[config.mk]
export PLATFORM = sky130hd
export DESIGN_NAME = led_pattern_gen
export DESIGN_NICKNAME = d
export VERILOG_FILES = /design/src/rtl/led_pkg.sv /design/src/rtl/led_tick_gen.sv /design/src/rtl/led_pattern_gen.sv
export SDC_FILE = /design/constraint.sdc
export NUM_CORES = 1
export LEC_CHECK = 0
export ABC_CLOCK_PERIOD_IN_PS = 2000
export BUFFER_PORTS_ARGS = -buffer_cell sky130_fd_sc_hd__buf_2
export CORE_AREA = 2 2 61 85
export DETAILED_ROUTE_END_ITERATION = 6
export DIE_AREA = 0 0 63 87
export PLACE_DENSITY = 0.65
export SYNTH_ARGS = -nofsm -noshare
export SYNTH_HDL_FRONTEND = slang
export SYNTH_SLANG_ARGS = --single-unit
[constraint.sdc]
create_clock -name clock -period 2 [get_ports clock]
set_input_delay 0.4 -clock clock [delete_from_list [all_inputs] [get_ports clock]]
set_output_delay 0.4 -clock clock [all_outputs]
set_load 0.1 [all_outputs]
[src/rtl/led_pkg.sv]
// Shared definitions for the LED pattern generator: mode encodings, direction and default speed limits.
// The LED_PINGPONG_EN macro decides whether mode 11 decodes as PINGPONG or falls back to FLASH.
package led_pkg;

    typedef enum logic [1:0] {
        MODE_FLASH    = 2'b00,
        MODE_SHIFT_L  = 2'b01,
        MODE_SHIFT_R  = 2'b10,
        MODE_PINGPONG = 2'b11
    } led_mode_e;

    typedef enum logic {
        DIR_LEFT  = 1'b0,
        DIR_RIGHT = 1'b1
    } dir_e;

    localparam int unsigned DEF_LIMIT_R0 = 32'd33554431;
    localparam int unsigned DEF_LIMIT_R1 = 32'd16777215;
    localparam int unsigned DEF_LIMIT_R2 = 32'd8388607;
    localparam int unsigned DEF_LIMIT_R3 = 32'd4194303;

    // Without ping-pong support, mode 11 is indistinguishable from FLASH, including mode-change detection.
    function automatic led_mode_e decode_mode(input logic [1:0] raw);
`ifdef LED_PINGPONG_EN
        return led_mode_e'(raw);
`else
        return (raw == 2'b11) ? MODE_FLASH : led_mode_e'(raw);
`endif
    endfunction

endpackage

[src/rtl/led_tick_gen.sv]
// Prescaler: counts enabled cycles and raises a step strobe when the count reaches the selected limit.
// The strobe is combinational so the parent can update its pattern and registered tick on the same edge.
module led_tick_gen #(
    parameter int NB_COUNT = 32
) (
    input  logic                clock,
    input  logic                i_reset,
    input  logic                i_enable,
    input  logic                i_clear,
    input  logic [NB_COUNT-1:0] i_limit,
    output logic                o_tick
);

    logic [NB_COUNT-1:0] count;

    // Using >= lets a drop to a faster speed fire immediately when the count is already past the new limit.
    assign o_tick = i_enable && !i_clear && (count >= i_limit);

    always_ff @(posedge clock or negedge i_reset) begin
        if (!i_reset) begin
            count <= '0;
        end else if (i_clear) begin
            count <= '0;
        end else if (i_enable) begin
            if (o_tick) begin
                count <= '0;
            end else begin
                count <= count + NB_COUNT'(1);
            end
        end
    end

endmodule

[src/rtl/led_pattern_gen.sv]
// LED pattern generator: FLASH, rotate left/right and (with LED_PINGPONG_EN) a bouncing single lit LED.
// A change of i_mode reloads the pattern and restarts the prescaler, whatever i_enable is doing.
module led_pattern_gen
    import led_pkg::*;
#(
    parameter int          NB_LEDS  = 4,
    parameter int          NB_COUNT = 32,
    parameter int unsigned LIMIT_R0 = DEF_LIMIT_R0,
    parameter int unsigned LIMIT_R1 = DEF_LIMIT_R1,
    parameter int unsigned LIMIT_R2 = DEF_LIMIT_R2,
    parameter int unsigned LIMIT_R3 = DEF_LIMIT_R3
) (
    input  logic               clock,
    input  logic               i_reset,
    input  logic               i_enable,
    input  logic [1:0]         i_mode,
    input  logic [1:0]         i_speed,
    output logic [NB_LEDS-1:0] o_led,
    output logic               o_tick
);

    localparam logic [NB_LEDS-1:0] LED_LSB = NB_LEDS'(1);
    localparam logic [NB_LEDS-1:0] LED_MSB = LED_LSB << (NB_LEDS - 1);

    led_mode_e           mode_q;
    led_mode_e           mode_in;
    logic                mode_change;
    logic                step;
    logic [NB_COUNT-1:0] limit;
    logic [NB_LEDS-1:0]  rot_l;
    logic [NB_LEDS-1:0]  rot_r;
    logic [NB_LEDS-1:0]  led_next;
    logic [NB_LEDS-1:0]  led_reload;
`ifdef LED_PINGPONG_EN
    dir_e                dir_q;
    dir_e                dir_next;
`endif

    assign mode_in     = decode_mode(i_mode);
    assign mode_change = (mode_in != mode_q);

    always_comb begin
        case (i_speed)
            2'd0:    limit = NB_COUNT'(LIMIT_R0);
            2'd1:    limit = NB_COUNT'(LIMIT_R1);
            2'd2:    limit = NB_COUNT'(LIMIT_R2);
            default: limit = NB_COUNT'(LIMIT_R3);
        endcase
    end

    led_tick_gen #(
        .NB_COUNT (NB_COUNT)
    ) u_tick_gen (
        .clock    (clock),
        .i_reset  (i_reset),
        .i_enable (i_enable),
        .i_clear  (mode_change),
        .i_limit  (limit),
        .o_tick   (step)
    );

    // A single LED has nowhere to rotate to, so both rotations degenerate to a hold.
    generate
        if (NB_LEDS == 1) begin : g_single
            assign rot_l = o_led;
            assign rot_r = o_led;
        end else begin : g_multi
            assign rot_l = {o_led[NB_LEDS-2:0], o_led[NB_LEDS-1]};
            assign rot_r = {o_led[0], o_led[NB_LEDS-1:1]};
        end
    endgenerate

    always_comb begin
        case (mode_in)
            MODE_SHIFT_L:  led_reload = LED_LSB;
            MODE_SHIFT_R:  led_reload = LED_MSB;
`ifdef LED_PINGPONG_EN
            MODE_PINGPONG: led_reload = LED_LSB;
`endif
            default:       led_reload = '1;
        endcase
    end

    always_comb begin
        led_next = o_led;
`ifdef LED_PINGPONG_EN
        dir_next = dir_q;
`endif
        case (mode_q)
            MODE_SHIFT_L: led_next = rot_l;
            MODE_SHIFT_R: led_next = rot_r;
`ifdef LED_PINGPONG_EN
            // Bounce off either end: the step that leaves an end bit also reverses direction.
            MODE_PINGPONG: begin
                if (NB_LEDS > 1) begin
                    if (dir_q == DIR_LEFT) begin
                        if (o_led[NB_LEDS-1]) begin
                            led_next = o_led >> 1;
                            dir_next = DIR_RIGHT;
                        end else begin
                            led_next = o_led << 1;
                        end
                    end else begin
                        if (o_led[0]) begin
                            led_next = o_led << 1;
                            dir_next = DIR_LEFT;
                        end else begin
                            led_next = o_led >> 1;
                        end
                    end
                end
            end
`endif
            default: led_next = ~o_led;
        endcase
    end

    always_ff @(posedge clock or negedge i_reset) begin
        if (!i_reset) begin
            o_led  <= '1;
            o_tick <= 1'b0;
            mode_q <= MODE_FLASH;
        end else if (mode_change) begin
            o_led  <= led_reload;
            o_tick <= 1'b0;
            mode_q <= mode_in;
        end else begin
            o_tick <= step;
            if (step) begin
                o_led <= led_next;
            end
        end
    end

`ifdef LED_PINGPONG_EN
    always_ff @(posedge clock or negedge i_reset) begin
        if (!i_reset) begin
            dir_q <= DIR_LEFT;
        end else if (mode_change) begin
            dir_q <= DIR_LEFT;
        end else if (step) begin
            dir_q <= dir_next;
        end
    end
`endif

endmodule

Yosys cells after proc, flatten, opt, wreduce, memory -nomap -nowiden
Cells that the tools add are included.
{"block": "classes", "magnitude_cmp": 1, "mux": 10, "bitwise_logic": 1, "n_reduce_logical": 6, "addsub": 1, "n_eq_ne": 8}
{"op": "$mux W32", "count": 3}
{"op": "$pmux W25 S3", "count": 1}
{"op": "$add A32 B1 Y32 const B", "count": 1}
{"op": "$ge A32 B25 Y1", "count": 1}
{"op": "$pmux W4 S2", "count": 2}
{"op": "$eq A2 B2 Y1 const B", "count": 4}
{"op": "$mux W4", "count": 2}
{"op": "$eq A2 B1 Y1 const B", "count": 3}
{"op": "$not A4 Y4", "count": 1}
{"op": "$reduce_bool A2 Y1", "count": 2}
{"op": "$logic_and A1 B1 Y1", "count": 2}
{"op": "$logic_not A2 Y1", "count": 1}
{"op": "$mux W2", "count": 1}
{"op": "$ne A2 B2 Y1", "count": 1}
{"op": "$logic_not A1 Y1", "count": 1}
{"op": "$mux W1", "count": 1}
{"block": "totals", "reg_bits": 39, "inputBits": 7, "wordCells": 31}

Depth between registers and ports, before layout
{"block": "logic_depth", "ltp_word": 9, "mapped_depth": 9, "depth_no_buf": 7}

Hierarchy
From an unflattened synthesis, not the netlist that was laid out.
{"block": "unflattened", "cells_unflattened": 419, "hier_area_um2": 3415.8}
{"module": "led_tick_gen", "instances": 1, "seq_area_each_um2": 800.8, "cells_each": 371, "area_per_inst_um2": 2926.6}
{"module": "led_pattern_gen", "instances": 1, "seq_area_each_um2": 180.2, "cells_each": 48, "area_per_inst_um2": 489.2}

Least setup slack after synthesis
OpenSTA, ideal clock, no wires.
{"block": "synth_timing", "path_kind": "input to register", "startpoint": "in i_speed[1]", "endpoint": "reg o_led[0]", "arrival_ns": 1.983, "cell_stages": 8, "setup_slack_ns": -0.071, "path_buffers": 1, "path_cell_list": "or2_2 > ha_1 > and4_1 > nand4_1 > o31a_4 > buf_6 > nand2b_4 > a221oi_2"}
{"block": "synth_between", "elab_chain_cells": 5, "elab_cells_between_ends": 7, "classes_between": "order compare (1); eq/ne (2); mux (1); reduce/logical (3)"}
{"element": "start, declared", "line": "led_pattern_gen.sv:17", "text": "input logic [1:0] i_speed,"}
{"element": "$eq A2 B2 Y1, or another cell as far along", "line": "led_pattern_gen.sv:43", "text": "case (i_speed)"}
{"element": "$pmux W25 S3 *", "line": "led_pattern_gen.sv:43"}
{"element": "$ge A32 B25 Y1 *", "line": "led_tick_gen.sv:17", "text": "assign o_tick = i_enable && !i_clear && (count >= i_limit);"}
{"element": "$logic_and A1 B1 Y1 *", "line": "led_tick_gen.sv:17"}
{"element": "$reduce_bool A2 Y1 (no line) *"}
{"element": "end signal, assigned", "line": "led_pattern_gen.sv:124", "text": "o_led <= led_reload;"}
{"element": "end signal, assigned", "line": "led_pattern_gen.sv:130", "text": "o_led <= led_next;"}
{"element": "end, declared", "line": "led_pattern_gen.sv:18", "text": "output logic [NB_LEDS-1:0] o_led,"}
Mark *: on every way between the ends. The rest lies on a longest branch, timed or not.
A chain may end at the register's enable or synchronous reset.

Worst setup path after layout
{"block": "layout_timing", "startpoint": "in i_speed[1]", "endpoint": "reg o_led[3]"}
Same word-level chain as after synthesis.

==> metrics.cfg <==
[status]
run_status = complete, no violations

[placement]
placement.io_buffers = 11
detailedPlace.worstSlack_ns = -0.275
dp.cells = 320
hpwl_reported_at_the_end_of_detailed_placement_mm = 3.22
gp_congestion = 0.787

[floorplanning]
die_width_um = 63
die-height_um = 87
start_util = 0.478
num_rows = 30
fp.dieArea_um2 = 5480
core_region_area_um2 = 4770
io-pin-count = 12

[clock_tree]
post_cts_hold_buffer_count = 0
cts.sink_count = 39
tritoncts = yes
ctsRootBufferMaster = sky130_fd_sc_hd__clkbuf_8
tritoncts.num_buffers = 5
clk_pin_slew_worst_paths_ns = 0.07
buffer_levels_on_the_longest_clock_path = 2
post_cts.repair.setup_buffers = 0
clock_tree.htree_level_count = 2
clk-insertion-delay-late_ns = 0.29
number_of_resized_instances_in_the_post_cts_repair_step = 0

[yosys]
synth_common_cells = 37 x sky130_fd_sc_hd__nor2_1, 35 x sky130_fd_sc_hd__dfrtp_1, 22 x sky130_fd_sc_hd__xnor2_1, 14 x sky130_fd_sc_hd__nand2_1, 14 x sky130_fd_sc_hd__nor3_1
synth.top_cell.area_share = 0.384
synth_cell_type_count = 45
synth_edf_count = 0
ys_dominant_reg_cell = sky130_fd_sc_hd__dfrtp_1
synth_area_um2 = 2280
synth.net_count = 250
post_synth_inst_count = 233
yosysTopAreaCell = sky130_fd_sc_hd__dfrtp_1
synth.most_common_cell = sky130_fd_sc_hd__nor2_1
postSynth.asyncResetShare = 1.00
post_synth.cell_area_avg_um2 = 9.78
synth.top_cells.by_area = sky130_fd_sc_hd__dfrtp_1 38%, sky130_fd_sc_hd__xnor2_1 8.5%, sky130_fd_sc_hd__nor2_1 6.1%, sky130_fd_sc_hd__ha_1 5.5%, sky130_fd_sc_hd__dfstp_2 4.6%
synth_seq_area_share = 0.431
ys_ff_latch = 39
yosys_warnings = 0

[power]
power-per-cell-area_nw_per_um2 = 640
static-leakage-power_nw = 1.16
peakVddDrop_v = 0.000405

[routing]
post_drt_wl_per_cell_um = 13.4
viasPerCell = 5.51
detail_route.drc_violations = 0
vias = 1803
ant_nets = 0
drt_iter0_drc = 93
drt_wl_total_mm = 4.40
detail_route.first_pass.iterations = 4

[global_route]
antenna_found_initial = 0
overflow_left_after_global_routing = 0
groute.usage.overall = 0.184
grt_pass1_wl_mm = 8.06
grt_max_degree = 40
vias_in_the_first_global_route = 1783

[sta]
maximum_clock_frequency_mhz = 511
finalSetupViolCount = 0
clock_skew_ns = 0.00459
tightestPinTransition_ns = 0.493
fin_ws_ns = 0.0424
timing.slew.headroom = 0.671
unrepaired_setup_endpoints_after_global_routing = yes
timing.final.max_slew_violations = 0
timing_hold_violations_final = 0
final.hold.worst_slack_ns = 0.148
final_period_minus_worst_setup_slack_ns = 1.96
timing.setup.tns_ns = 0
finalCritPeriodShare = 0.979

[worst_setup_path]
critPathArrivalTime_ns = 2.17
worstSetupPathType = primary input to register
timing.reg2reg.worst_path_depth = 7
end_of_the_worst_register_to_register_path = o_led[3]
crit_slowest_cell = sky130_fd_sc_hd__or4_4
cp_max_fo = 7
critical_path.startpoint_type = primary input
worstSetupStartpoint = i_speed[1]
worst_setup_path_end_kind = register
r2r_slack_ns = 0.10
r2r-start = u_tick_gen.count[24]
worst_path_largest_cell_delay_ns = 0.42
timing.critical_path.cells = buf_2 > or2_4 > ha_4 > or4_4 > a211oi_4 > o31a_4 > buf_12 > nor3_1 > a221oi_2
required_ns = 2.21

[layout]
stdcell_count = 327
layout-drive-gt1-share = 0.259
layout-area-overhead-vs-synth_pct = 17.3
finalCoreUtilization = 0.561
antenna-diode-count = 0
fin_nets = 280

[min_path]
hold_class = primary input to asynchronous set/reset pin

[run]
drv.max_cap_violation_count = 0

-- worst max path at each step --
stage	end	depth (start not counted)
6_report	o_led[3]	9
5_1_grt	o_led[0]	9
4_1_cts	u_tick_gen.count[3]	9
3_5_place_dp	o_led[1]	8
3_3_place_gp	u_tick_gen.count[19]	9
2_1_floorplan	o_led[0]	8
-- where the power goes --
part / internal, mW / switching [mW]
Sequential: 0.818 / 0.0264
Combinational: 0.102 / 0.226
Clock: 0.271 / 0.268
Total: 1.19 / 0.520
-- area by class of cell --
cell class,count,area (um^2)
fillers,467,2090
multi-input cells,175,1240
flip-flops and latches,39,981
repair buffers,36,263
clock buffers,6,82.6
well taps,64,80.1
inverters,6,22.5
clock inverters,1,5.00
-- layout by cell type, fill, tap and decap left out, types with 6 or more instances in the layout --
master	netlist	layout
sky130_fd_sc_hd__dfrtp_1	35	35
sky130_fd_sc_hd__nand3_1	8	8
sky130_fd_sc_hd__ha_1	10	9
sky130_fd_sc_hd__xnor2_1	22	22
sky130_fd_sc_hd__nor3_1	14	12
sky130_fd_sc_hd__nand4_1	7	7
sky130_fd_sc_hd__a21oi_1	6	6
sky130_fd_sc_hd__nand2_1	14	14
sky130_fd_sc_hd__nor2_1	37	37
sky130_fd_sc_hd__clkbuf_8	0	6
sky130_fd_sc_hd__inv_1	6	6
sky130_fd_sc_hd__xor2_1	6	6
sky130_fd_sc_hd__buf_2	2	11
sky130_fd_sc_hd__buf_4	2	22
sky130_fd_sc_hd__and4_1	6	6
-- logic make-up after synthesis --
kind of cell,count (synthesis),synth area share
fa+ha+maj,10,0.0549
buf+inv,19,0.0522
xor+xnor,28,0.108
simple gates,110,0.260
flops,39,0.431
compound gates,27,0.0950
-- state kept, by name, summed over array words and instances, names as in the netlist --
register / cells
mode_q: 2
o_led: 4
o_tick: 1
u_tick_gen.count: 32
-- critical path, delay by kind of cell --
kind / cells / cell delay, ns
AOI/OAI and AO/OA: 3 / 0.64
adders and majority gates: 1 / 0.16
buffers and inverters: 2 / 0.23
and+or+nand+nor: 3 / 0.72
-- stage by stage --
step                power [mW]  cell area, um^2
finish                    1.71             2670
CTS                       1.72             2630
global placement          1.17             2540
global route              1.80             2670
floorplan                 1.09             2290
detailed placement        1.17             2540
-- per-layer routing --
layer	wire length [um]	track usage
met5	0	0
met4	65	0.0768
met3	117	0.0323
met2	2270	0.313
met1	1940	0.230
Note: power is estimated with default switching activity, not from simulation.
